### src/rtl/channel_byte_packer_pkg.sv
// channel_byte_packer_pkg: shared defaults, channel index width and output FSM states
package channel_byte_packer_pkg;
  localparam int DEF_NUM_CHANNELS = 7;
  localparam int DEF_SAMPLE_BITS = 8;
  localparam int CH_IDX_W = 3;
  typedef enum logic {IDLE, SEND} state_t;
endpackage

### src/rtl/channel_byte_packer_if.sv
// channel_byte_packer_if: sample capture inputs plus the valid/ready packed-byte stream
interface channel_byte_packer_if import channel_byte_packer_pkg::*; #(
  parameter int NUM_CHANNELS = DEF_NUM_CHANNELS,
  parameter int SAMPLE_BITS = DEF_SAMPLE_BITS
);
  logic sample_valid;
  logic [NUM_CHANNELS-1:0] sample_in;
  logic [SAMPLE_BITS-1:0] byte_data;
  logic [CH_IDX_W-1:0] byte_channel;
  logic byte_valid;
  logic byte_ready;
  logic frame_start;
  logic overflow;
  logic clear_overflow;
  modport master (
    input sample_valid, sample_in, byte_ready, clear_overflow,
    output byte_data, byte_channel, byte_valid, frame_start, overflow
  );
  modport slave (
    output sample_valid, sample_in, byte_ready, clear_overflow,
    input byte_data, byte_channel, byte_valid, frame_start, overflow
  );
endinterface

### src/rtl/channel_byte_packer_sample_deserializer.sv
// sample_deserializer: one channel's shift register; word_o is the value including the current bit
module sample_deserializer import channel_byte_packer_pkg::*; #(
  parameter int SAMPLE_BITS = DEF_SAMPLE_BITS
) (
  input  logic clk,
  input  logic reset,
  input  logic shift_i,
  input  logic bit_i,
  output logic [SAMPLE_BITS-1:0] word_o
);
  logic [SAMPLE_BITS-1:0] sr_q;
  assign word_o = {sr_q[SAMPLE_BITS-2:0], bit_i};
  // shift in one bit per qualified sample, first sample drifts to the MSB
  always_ff @(posedge clk)
    if (reset) sr_q <= '0;
    else if (shift_i) sr_q <= word_o;
endmodule

### src/rtl/channel_byte_packer.sv
// channel_byte_packer: packs 8 samples per channel into bytes and drains them through a one-frame hold
module channel_byte_packer import channel_byte_packer_pkg::*; #(
  parameter int NUM_CHANNELS = DEF_NUM_CHANNELS,
  parameter int SAMPLE_BITS = DEF_SAMPLE_BITS
) (
  input logic clk,
  input logic reset,
  channel_byte_packer_if.master bus
);
  localparam int CW = $clog2(SAMPLE_BITS);
  localparam logic [CW-1:0] LAST_BIT = CW'(SAMPLE_BITS - 1);
  localparam logic [CH_IDX_W-1:0] LAST_CH = CH_IDX_W'(NUM_CHANNELS - 1);
  state_t state_q, state_d;
  logic [CH_IDX_W-1:0] idx_q, idx_d, chan_q;
  logic [CW-1:0] cnt_q;
  logic [SAMPLE_BITS-1:0] word [NUM_CHANNELS];
  logic [SAMPLE_BITS-1:0] hold_q [NUM_CHANNELS];
  logic [SAMPLE_BITS-1:0] hold_d [NUM_CHANNELS];
  logic [SAMPLE_BITS-1:0] data_q;
  logic valid_q, fs_q, ovf_q;
  logic frame_done, accept, last_acc, load;
  for (genvar i = 0; i < NUM_CHANNELS; i++) begin : g_des
    sample_deserializer #(.SAMPLE_BITS(SAMPLE_BITS)) u_des (
      .clk(clk),
      .reset(reset),
      .shift_i(bus.sample_valid),
      .bit_i(bus.sample_in[i]),
      .word_o(word[i])
    );
  end
  assign frame_done = bus.sample_valid && cnt_q == LAST_BIT;
  assign accept = valid_q && bus.byte_ready;
  assign last_acc = accept && idx_q == LAST_CH;
  assign load = frame_done && (state_q == IDLE || last_acc);
  // hold is full exactly while SEND; a new frame lands when empty or as the last byte leaves
  always_comb begin
    state_d = state_q;
    idx_d = idx_q;
    hold_d = hold_q;
    if (load) begin
      state_d = SEND;
      idx_d = '0;
      hold_d = word;
    end else if (accept) begin
      state_d = last_acc ? IDLE : SEND;
      idx_d = last_acc ? '0 : idx_q + 1'b1;
    end
  end
  // state, sample counter, hold buffer and registered byte-stream outputs
  always_ff @(posedge clk) begin
    if (reset) begin
      state_q <= IDLE;
      idx_q <= '0;
      cnt_q <= '0;
      hold_q <= '{default: '0};
      valid_q <= 1'b0;
      data_q <= '0;
      chan_q <= '0;
      fs_q <= 1'b0;
      ovf_q <= 1'b0;
    end else begin
      state_q <= state_d;
      idx_q <= idx_d;
      hold_q <= hold_d;
      if (bus.sample_valid) cnt_q <= frame_done ? '0 : cnt_q + 1'b1;
      valid_q <= state_d == SEND;
      data_q <= state_d == SEND ? hold_d[idx_d] : '0;
      chan_q <= idx_d;
      fs_q <= state_d == SEND && idx_d == '0;
      ovf_q <= (frame_done && !load) || (ovf_q && !bus.clear_overflow);
    end
  end
  assign bus.byte_valid = valid_q;
  assign bus.byte_data = data_q;
  assign bus.byte_channel = chan_q;
  assign bus.frame_start = fs_q;
  assign bus.overflow = ovf_q;
endmodule

### src/flat_wrapper.sv
// flat-port wrapper written by rule: the top's interface ports become plain ports
module channel_byte_packer_flat import channel_byte_packer_pkg::*;
#(
  parameter int NUM_CHANNELS = DEF_NUM_CHANNELS,
  parameter int SAMPLE_BITS = DEF_SAMPLE_BITS
)
  (clk, reset, bus_sample_valid, bus_sample_in, bus_byte_ready, bus_clear_overflow, bus_byte_data, bus_byte_channel, bus_byte_valid, bus_frame_start, bus_overflow);
  channel_byte_packer_if #(.NUM_CHANNELS(NUM_CHANNELS), .SAMPLE_BITS(SAMPLE_BITS)) bus_i ();
  input logic clk;
  input logic reset;
  input wire logic [$bits(bus_i.sample_valid)-1:0] bus_sample_valid;
  input wire logic [$bits(bus_i.sample_in)-1:0] bus_sample_in;
  input wire logic [$bits(bus_i.byte_ready)-1:0] bus_byte_ready;
  input wire logic [$bits(bus_i.clear_overflow)-1:0] bus_clear_overflow;
  output wire logic [$bits(bus_i.byte_data)-1:0] bus_byte_data;
  output wire logic [$bits(bus_i.byte_channel)-1:0] bus_byte_channel;
  output wire logic [$bits(bus_i.byte_valid)-1:0] bus_byte_valid;
  output wire logic [$bits(bus_i.frame_start)-1:0] bus_frame_start;
  output wire logic [$bits(bus_i.overflow)-1:0] bus_overflow;
  assign bus_i.sample_valid = bus_sample_valid;
  assign bus_i.sample_in = bus_sample_in;
  assign bus_i.byte_ready = bus_byte_ready;
  assign bus_i.clear_overflow = bus_clear_overflow;
  assign bus_byte_data = bus_i.byte_data;
  assign bus_byte_channel = bus_i.byte_channel;
  assign bus_byte_valid = bus_i.byte_valid;
  assign bus_frame_start = bus_i.frame_start;
  assign bus_overflow = bus_i.overflow;
  channel_byte_packer #(.NUM_CHANNELS(NUM_CHANNELS), .SAMPLE_BITS(SAMPLE_BITS)) u_core (.clk(clk), .reset(reset), .bus(bus_i));
endmodule
### config.mk
export PLATFORM = sky130hd
export DESIGN_NAME = channel_byte_packer_flat
export DESIGN_NICKNAME = d
export VERILOG_FILES = /design/src/rtl/channel_byte_packer_pkg.sv /design/src/rtl/channel_byte_packer_if.sv /design/src/rtl/channel_byte_packer_sample_deserializer.sv /design/src/rtl/channel_byte_packer.sv /design/src/flat_wrapper.sv
export SDC_FILE = /design/constraint.sdc
export NUM_CORES = 1
export LEC_CHECK = 0
export CAP_MARGIN = 40
export CORE_ASPECT_RATIO = 1.5
export CORE_MARGIN = 3
export CORE_UTILIZATION = 40
export CTS_CLUSTER_DIAMETER = 150
export CTS_CLUSTER_SIZE = 25
export DETAILED_ROUTE_END_ITERATION = 12
export GPL_TIMING_DRIVEN = 0
export PLACE_DENSITY = 0.56
export REMOVE_ABC_BUFFERS = 1
export SETUP_SLACK_MARGIN = 0.02
export SLEW_MARGIN = 20
export SYNTH_ARGS = -nofsm -noshare
export SYNTH_HDL_FRONTEND = slang
export SYNTH_SLANG_ARGS = --single-unit
### constraint.sdc
create_clock -name clk -period 2.29 [get_ports clk]
set_input_delay 0.458 -clock clk [delete_from_list [all_inputs] [get_ports clk]]
set_output_delay 0.458 -clock clk [all_outputs]
set_load 0.05 [all_outputs]
### After elaboration in Yosys (flattened, before gate mapping)

Index checks and enable logic that the tools add are counted.

* input port bits: 12
* word-level logic and storage cells: 52
* output and inout port bits: 14
* register bits after elaboration: 122

* $lt $le $gt $ge: 1
* $add $sub $neg: 2
* bitwise logic cells: 3
* equal/unequal tests: 2
* reduce and logical (&&, ||, !) cells: 13
* mux-type cells: 11

Operator list (number)
* 56-bit two-way mux: 1
* 8-bit binary-select mux with 3-bit select: 1
* 8-bit two-way mux: 2
* 3-bit two-way mux: 4
* 1-bit logical AND: 7
* 3-bit by 1-bit adder with 3-bit output, second input constant: 2
* 3-bit == test, second input constant: 2
* 4-bit >= comparator, second input constant: 1
* 3-bit NOT with 4-bit output: 1
* 3-bit zero test: 1
* 1-bit two-way mux: 3
* 1-bit zero test: 2
* 1-bit logical OR: 2
* 1-bit NOT: 2
* 2-bit OR reduction: 1

### Logic depth before layout (Yosys ltp)

Gate-level depths: netlist (run 1).

* depth after elaboration: 9
* gate-level depth with buffers: 9
* mapped depth without buffers: 7

### Cells and area by module

A second synthesis (run 1) with hierarchy kept.

* cell total of the unflattened synthesis: 526
* area total of the unflattened synthesis: 5093.6 µm²

Modules (own cells, without submodules)
* channel_byte_packer: times used 1, sequential area each 1461.4 µm², cells each 365, area each 3306.9 µm²
* sample_deserializer: times used 7, sequential area each 140.1 µm², cells each 23, area each 255.2 µm²

### Least setup slack after synthesis (run 1)

OpenSTA, ideal clock, no wires.

* path type: reg2reg
* from: reg u_core.idx_q[0]
* to: reg u_core.data_q[3], in the netlist u_core.bus.byte_data[3]
* cell stages (with the launch flop): 10
* required time: 2174 ps
* period minus slack after synthesis: 2382 ps
* path buffers: 2
* setup slack: -92 ps
* arrival time: 2266 ps
* path through: dfxtp_1 -> buf_4 -> inv_1 -> ha_1 -> nor2b_1 -> a32o_2 -> buf_6 -> a211oi_2 -> o221ai_1 -> o211a_1

* longest elaborated chain between the ends: 9
* elaborated cells between the ends (all ways): 18
* those cells by class: add/sub: 1; eq/ne: 1; mux: 10; bitwise: 2; reduce/logical: 4

RTL lines
* start, declared: RTL line channel_byte_packer.sv:14 `logic [CH_IDX_W-1:0] idx_q, idx_d, chan_q;`
* start signal, assigned: RTL line channel_byte_packer.sv:63 `idx_q <= idx_d;`
* branches (longest 9 deep; another with 3-bit by 1-bit adder with 3-bit output)
* end signal, assigned: RTL line channel_byte_packer.sv:67 `data_q <= state_d == SEND ? hold_d[idx_d] : '0;`
* end, declared: RTL line channel_byte_packer.sv:19 `logic [SAMPLE_BITS-1:0] data_q;`

Several ways; the timed one is not identified. The select of a mux whose other input is x is not followed.
A chain may end at the register's enable or synchronous reset.

==> impl_metrics.yaml, run 1 <==
yosys:
  yosysTopAreaCell: "dfxtp_1"
  synth_top_area_share_pct: 50.41
  netlist_instances: 529
  avgSynthCellArea_sq_um: 9.158
  synth.cell_area_sq_um: 4845
  synth_area_leaders: "dfxtp_1 50%, mux2i_1 15%, nand2_1 7.5%, a21oi_1 5.9%, nor2_1 5.5%"
  ys_types: 41
  yosys_warnings: 0
  synth-seq-area-share_pct: 50.41
  ys_ff_latch: 122
floorplanning:
  rows: 48
  dieArea_sq_um: 13490
  num_io_pins: 26
  die_h_microns: 140.8
  initial_core_util_pct: 41.58
  coreArea_sq_um: 11650
  die_x_microns: 95.86
timing:
  fin_crit_ns: 2.199
  slew_viol_final: 0
  period_share_pct: 96.01
  hold_viol_final: 0
  layout_setup_ws_ns: 0.09140
  setup_tns_ns: 0
  slew_headroom_pct: 49.52
  max_freq_mhz: 454.8
  rsz0062_at_grt: "yes"
  tightest_slew_ns: 0.7573
  setup_viol: 0
  skew_ns: 0.009760
finish:
  fin_nets: 570
  diodes: 0
  layout-drive-gt1-share_pct: 11.64
  areaGrowthSynthToFinish_pct: 23.53
critical_path:
  crit_fanout: 7
  path_cells: "clkdlybuf4s50_1"
  worst-path-buf-inv: 1
  critPathKind: "reg2out"
  slowest_delay_ns: 0.87
  arrival_ns: 1.74
  end_kind: "output pin"
  cp.required_ns: 1.83
  cp-start-kind: "flop"
  worst_path_max_delay_cell: "clkdlybuf4s50_1"
  cp_top_family: "buffers and inverters"
global_routing:
  grt_util_all_layers_pct: 17.46
  antenna_found_initial: 0
  grt_max_degree: 72
  grt_overflow_total: 0
  grt_pass1_vias: 3625
  grt_pass1_wl_microns: 18130
flow_run:
  max-cap-violations: 0
detailed_routing:
  drc: 0
  drt_pre_antenna_iters: 5
  drt_wl_total_microns: 10970
  first_iter_violations: 162
  vias: 3664
  viasPerCell: 5.110
  ant_nets: 0
  wl_per_cell_microns: 15.30
power:
  ir_drop_mv: 0.5479
  power_density_nw_per_um2: 811.4
  power_leakage_nw: 2.540
cts:
  worst_skew_pair.late_latency_ns: 0.41
  clk_pin_slew_ns: 0.05
  cts_inserted_buffers: 17
  cts.sinks: 122
  htreeDepth: 4
  clk_path_buf_depth: 2
  cts_root_buf: "clkbuf_16"
  cts_tree: "yes"
place:
  dp_hpwl_microns: 6484
  place_ws_ns: -0.7586
  gp_congestion: 0.8025
  portBuffers: 25
outcome:
  status: "finished, final reports clean"
worst_hold_path:
  min_path_type: "reg2reg"
## synth_stat cells (all sizes together)
master,number
o221ai,7
mux2i,72
o211a,7
a32o,1
nor2,71
a31o,1
nand3,1
nand2,97
a211oi,8
a32oi,1
a21oi,59
nor4b,1
a21boi,3
a211o,2
or2,1
dfxtp,122
nand3b,2
inv,10
a22oi,1
o22ai,7
o31ai,1
o211ai,1
o21a,1
a221oi,1
a21o,1
nand2b,2
and2,1
nor2b,2
clkbuf,17
buf,20
and3,1
nor3,1
o2111ai,1
o2bb2ai,1
ha,4
## flip-flops by register name, indices dropped and copies added, names as in the netlist
| signal | count |
|---|---|
| u_core.bus.overflow | 1 |
| u_core.bus.byte_data | 8 |
| u_core.idx_q | 3 |
| u_core.cnt_q | 3 |
| u_core.state_q | 1 |
| u_core.g_des.u_des.sr_q | 49 |
| u_core.hold_q | 56 |
| u_core.bus.frame_start | 1 |
## cell type report
type                       count  area, sq um
clock buffer                  24        481.7
timing repair buffer          41        471.7
multi-input combinational    362         2266
inverter                      10        37.54
clock inverter                 8        92.59
tap                          150        187.7
sequential                   122         2447
fill                        1121         5667
## worst paths after layout
kind | startpoint | to | slack, ns | cells after the start
hold / removal | u_core.hold_q[39] | u_core.hold_q[39] | 0.45 | 2
setup reg to reg | u_core.idx_q[1] | u_core.bus.byte_data[0] | 0.09 | 6
hold reg to reg | u_core.hold_q[39] | u_core.hold_q[39] | 0.45 | 2
setup / recovery | u_core.idx_q[1] | bus_byte_channel[1] | 0.09 | 1
## repair_timing
action / 4_1_cts / 5_1_grt
cloned: 2 / 0
endpoints found under the setup margin: 40 / 8
setup buffers: 8 / 3
pin swaps: 4 / 2
hold buffers: 0 / 0
resized for setup: 4 / 8
## cell families (layout without fill, tap and decap cells)
group	Yosys count	count (layout)	synth area share, %
buffers and inverters	47	83	4.494
multiplexers	72	72	14.88
AND/OR/NAND/NOR	180	180	14.67
AO/OA/AOI/OAI	104	106	14.51
flip-flops	122	122	50.41
adder cells (fa/ha/maj)	4	4	1.033
## layer usage
layer / global-route usage, % / share of wire (%) / vias up
met5: 0 / 0 / -
met4: 6.897 / 1.5 / 0
met3: 3.417 / 2.4 / 16
met2: 30.98 / 54 / 46
met1: 20.13 / 42 / 1745
li1: - / - / 1857
## placed cells by master, fill, tap and decap left out, types with 3 or more instances in the layout
cell               n
clkbuf_1           4
nand2_1           96
inv_1             10
buf_16             4
ha_1               4
o22ai_1            7
clkdlybuf4s50_1   21
o221ai_1           7
a211oi_2           4
clkbuf_16         17
clkbuf_8           3
a211oi_1           3
mux2i_1           72
nor2_1            71
clkinv_2           5
o211a_1            7
a21boi_0           3
dfxtp_1          120
a21oi_1           57
buf_4             12
## power breakdown
group / switching, W / leakage [nW] / internal, W
Clock: 0.000888 / 0.284 / 0.00168
Sequential: 0.0000140 / 0.986 / 0.00214
Combinational: 0.0000765 / 1.27 / 0.0000582
## stage by stage
stage                     cells  instance area, sq um  power (W)  hold slack (ns)  utilization [%]
after CTS                   714                  5929   0.004910           0.4554            50.89
final                       717                  5984   0.004856           0.4505            51.36
after detailed placement    672                  5238   0.002337           0.4454            44.95
after global routing        717                  5984   0.005015           0.4711            51.36
after floorplan             492                  4664   0.002240           0.4251                -
after global placement      667                  5102   0.002338           0.4406            43.79
Power figures use the tool's default switching activity.
==> run 2, diff against run 1 <==
Settings changed: DONT_BUFFER_PORTS from default to 1, GPL_ROUTABILITY_DRIVEN from default to 0, PLACE_DENSITY 0.56 to 0.53.
==> impl_metrics.yaml, run 2 (synthesized netlist as in run 1, its figures left out) <==
detailed_routing:
  drc: 0
  vias: 3598
  drt_wl_total_microns: 11410
  viasPerCell: 5.192
  wl_per_cell_microns: 16.47
  first_iter_violations: 197
  ant_nets: 0
  drt_pre_antenna_iters: 4
place:
  dp_hpwl_microns: 6099
  place_ws_ns: -0.9498
  portBuffers: 0
power:
  ir_drop_mv: 0.4771
  power_density_nw_per_um2: 888.6
  total_power_w: 0.005201
  power_leakage_nw: 2.470
finish:
  layout_common_cells: "118 x dfxtp_1, 95 x nand2_1, 72 x mux2i_1"
  fin_nets: 546
  multi_input_area_sq_um: 2295
  ff_latch_area_sq_um: 2452
  layout-drive-gt1-share_pct: 13.08
  largest_register: "u_core.hold_q"
  diodes: 0
  areaGrowthSynthToFinish_pct: 20.82
  layout_commonest_cell: "dfxtp_1"
  fillers: 1141
  largest_reg_flops: 56
timing:
  rsz0062_at_grt: "no"
  slew_headroom_pct: 50.49
  max_freq_mhz: 456.6
  skew_ns: 0.006428
  layout_setup_ws_ns: 0.1001
  hold_viol_final: 0
  fin_crit_ns: 2.190
  tightest_slew_ns: 0.7427
  period_share_pct: 95.63
  setup_viol: 0
  slew_viol_final: 0
critical_path:
  r2r_slack_ns: 0.10
  reg2reg_to: "u_core.bus.byte_data[0]"
  cp-start-kind: "flop"
  cp.required_ns: 2.58
  crit_fanout: 13
  r2r_start: "u_core.state_q"
  critPathKind: "reg2reg"
  end_kind: "flop"
  arrival_ns: 2.48
  r2r_cells: 5
global_routing:
  grt_util_all_layers_pct: 17.56
  grt_overflow_total: 0
  grt_pass1_vias: 3541
  antenna_found_initial: 0
  grt_max_degree: 114
  grt_pass1_wl_microns: 18160
worst_hold_path:
  min_path_type: "in2reg"
  whs_endpoint: "u_core.g_des[2].u_des.sr_q[0]"
  worstHoldStart: "reset"
  whs_path_depth: 1
outcome:
  status: "finished, final reports clean"
cts:
  postCtsHoldBufs: 0
  clk_path_buf_depth: 2
  worst_skew_pair.late_latency_ns: 0.41
  cts_inserted_buffers: 17
  cts.sinks: 122
  clk_pin_slew_ns: 0.05
  cts_tree: "yes"
  htreeDepth: 4
  cts_root_buf: "clkbuf_16"
floorplanning:
  initial_core_util_pct: 41.58
  coreArea_sq_um: 11650
  die_x_microns: 95.86
  die_h_microns: 140.8
  rows: 48
  num_io_pins: 26
  dieArea_sq_um: 13490
flow_run:
  max-cap-violations: 0
run 2: area by class of cell:
class	instances	share of cell area, %
Sequential cell	122	41.90
Multi-Input combinational cell	363	39.20
Clock buffer	26	8.871
Timing Repair Buffer	16	3.527
Tap cell	150	3.207
Clock inverter	6	2.651
Inverter	10	0.6413
run 2: routing by layer:
metal  vias up  part of all wire (%)  track usage (%)
met3        22                   3.2            5.179
met4         0                   2.1            6.972
met1      1701                    40            20.26
li1       1819                     -                -
met5         -                     0                0
met2        56                    55            29.91
run 2: how the worst max path moves through the flow:
stage,endpoint,depth (start not counted),from,slack [ns]
floorplan,u_core.bus.byte_data[0],7,u_core.idx_q[0],-1.01
global placement,u_core.bus.byte_data[2],6,u_core.idx_q[1],-2.57
detailed placement,u_core.bus.byte_data[3],7,u_core.idx_q[0],-0.95
CTS,u_core.bus.byte_data[5],9,u_core.idx_q[0],0.02
global route,u_core.bus.byte_data[4],5,u_core.state_q,0.04
finish,u_core.bus.byte_data[0],5,u_core.state_q,0.10
run 2: critical path, stage by stage, from the launching register on:
cell      delay [ns]
dfxtp_2         0.69
a21oi_1         0.35
a32o_4          0.40
a211o_1         0.34
o31ai_2         0.22
a221oi_1        0.08
run 2: what timing repair did:
action	CTS	global route
resized for setup	11	6
setup endpoints to repair	68	8
gates cloned	2	1
pin swaps	4	2
setup buffers	8	5
run 2: metrics by stage:
step | utilization (%) | instances | setup TNS (ns) | instance area, sq um | hold slack (ns)
after floorplan | - | 492 | -41.58 | 4664 | 0.4251
after global placement | 41.65 | 642 | -109.16 | 4852 | 0.4348
after detailed placement | 42.38 | 645 | -26.25 | 4937 | 0.4397
after CTS | 49.45 | 687 | 0 | 5762 | 0.1111
after global routing | 50.24 | 693 | 0 | 5853 | 0.1033
final | 50.24 | 693 | 0 | 5853 | 0.1221
run 2: where the power goes:
group          leakage, nW  internal, W  switching [W]
clock                0.331      0.00211       0.000895
combinational         1.15    0.0000329      0.0000126
sequential           0.987      0.00214      0.0000142
total                 2.47      0.00428       0.000922
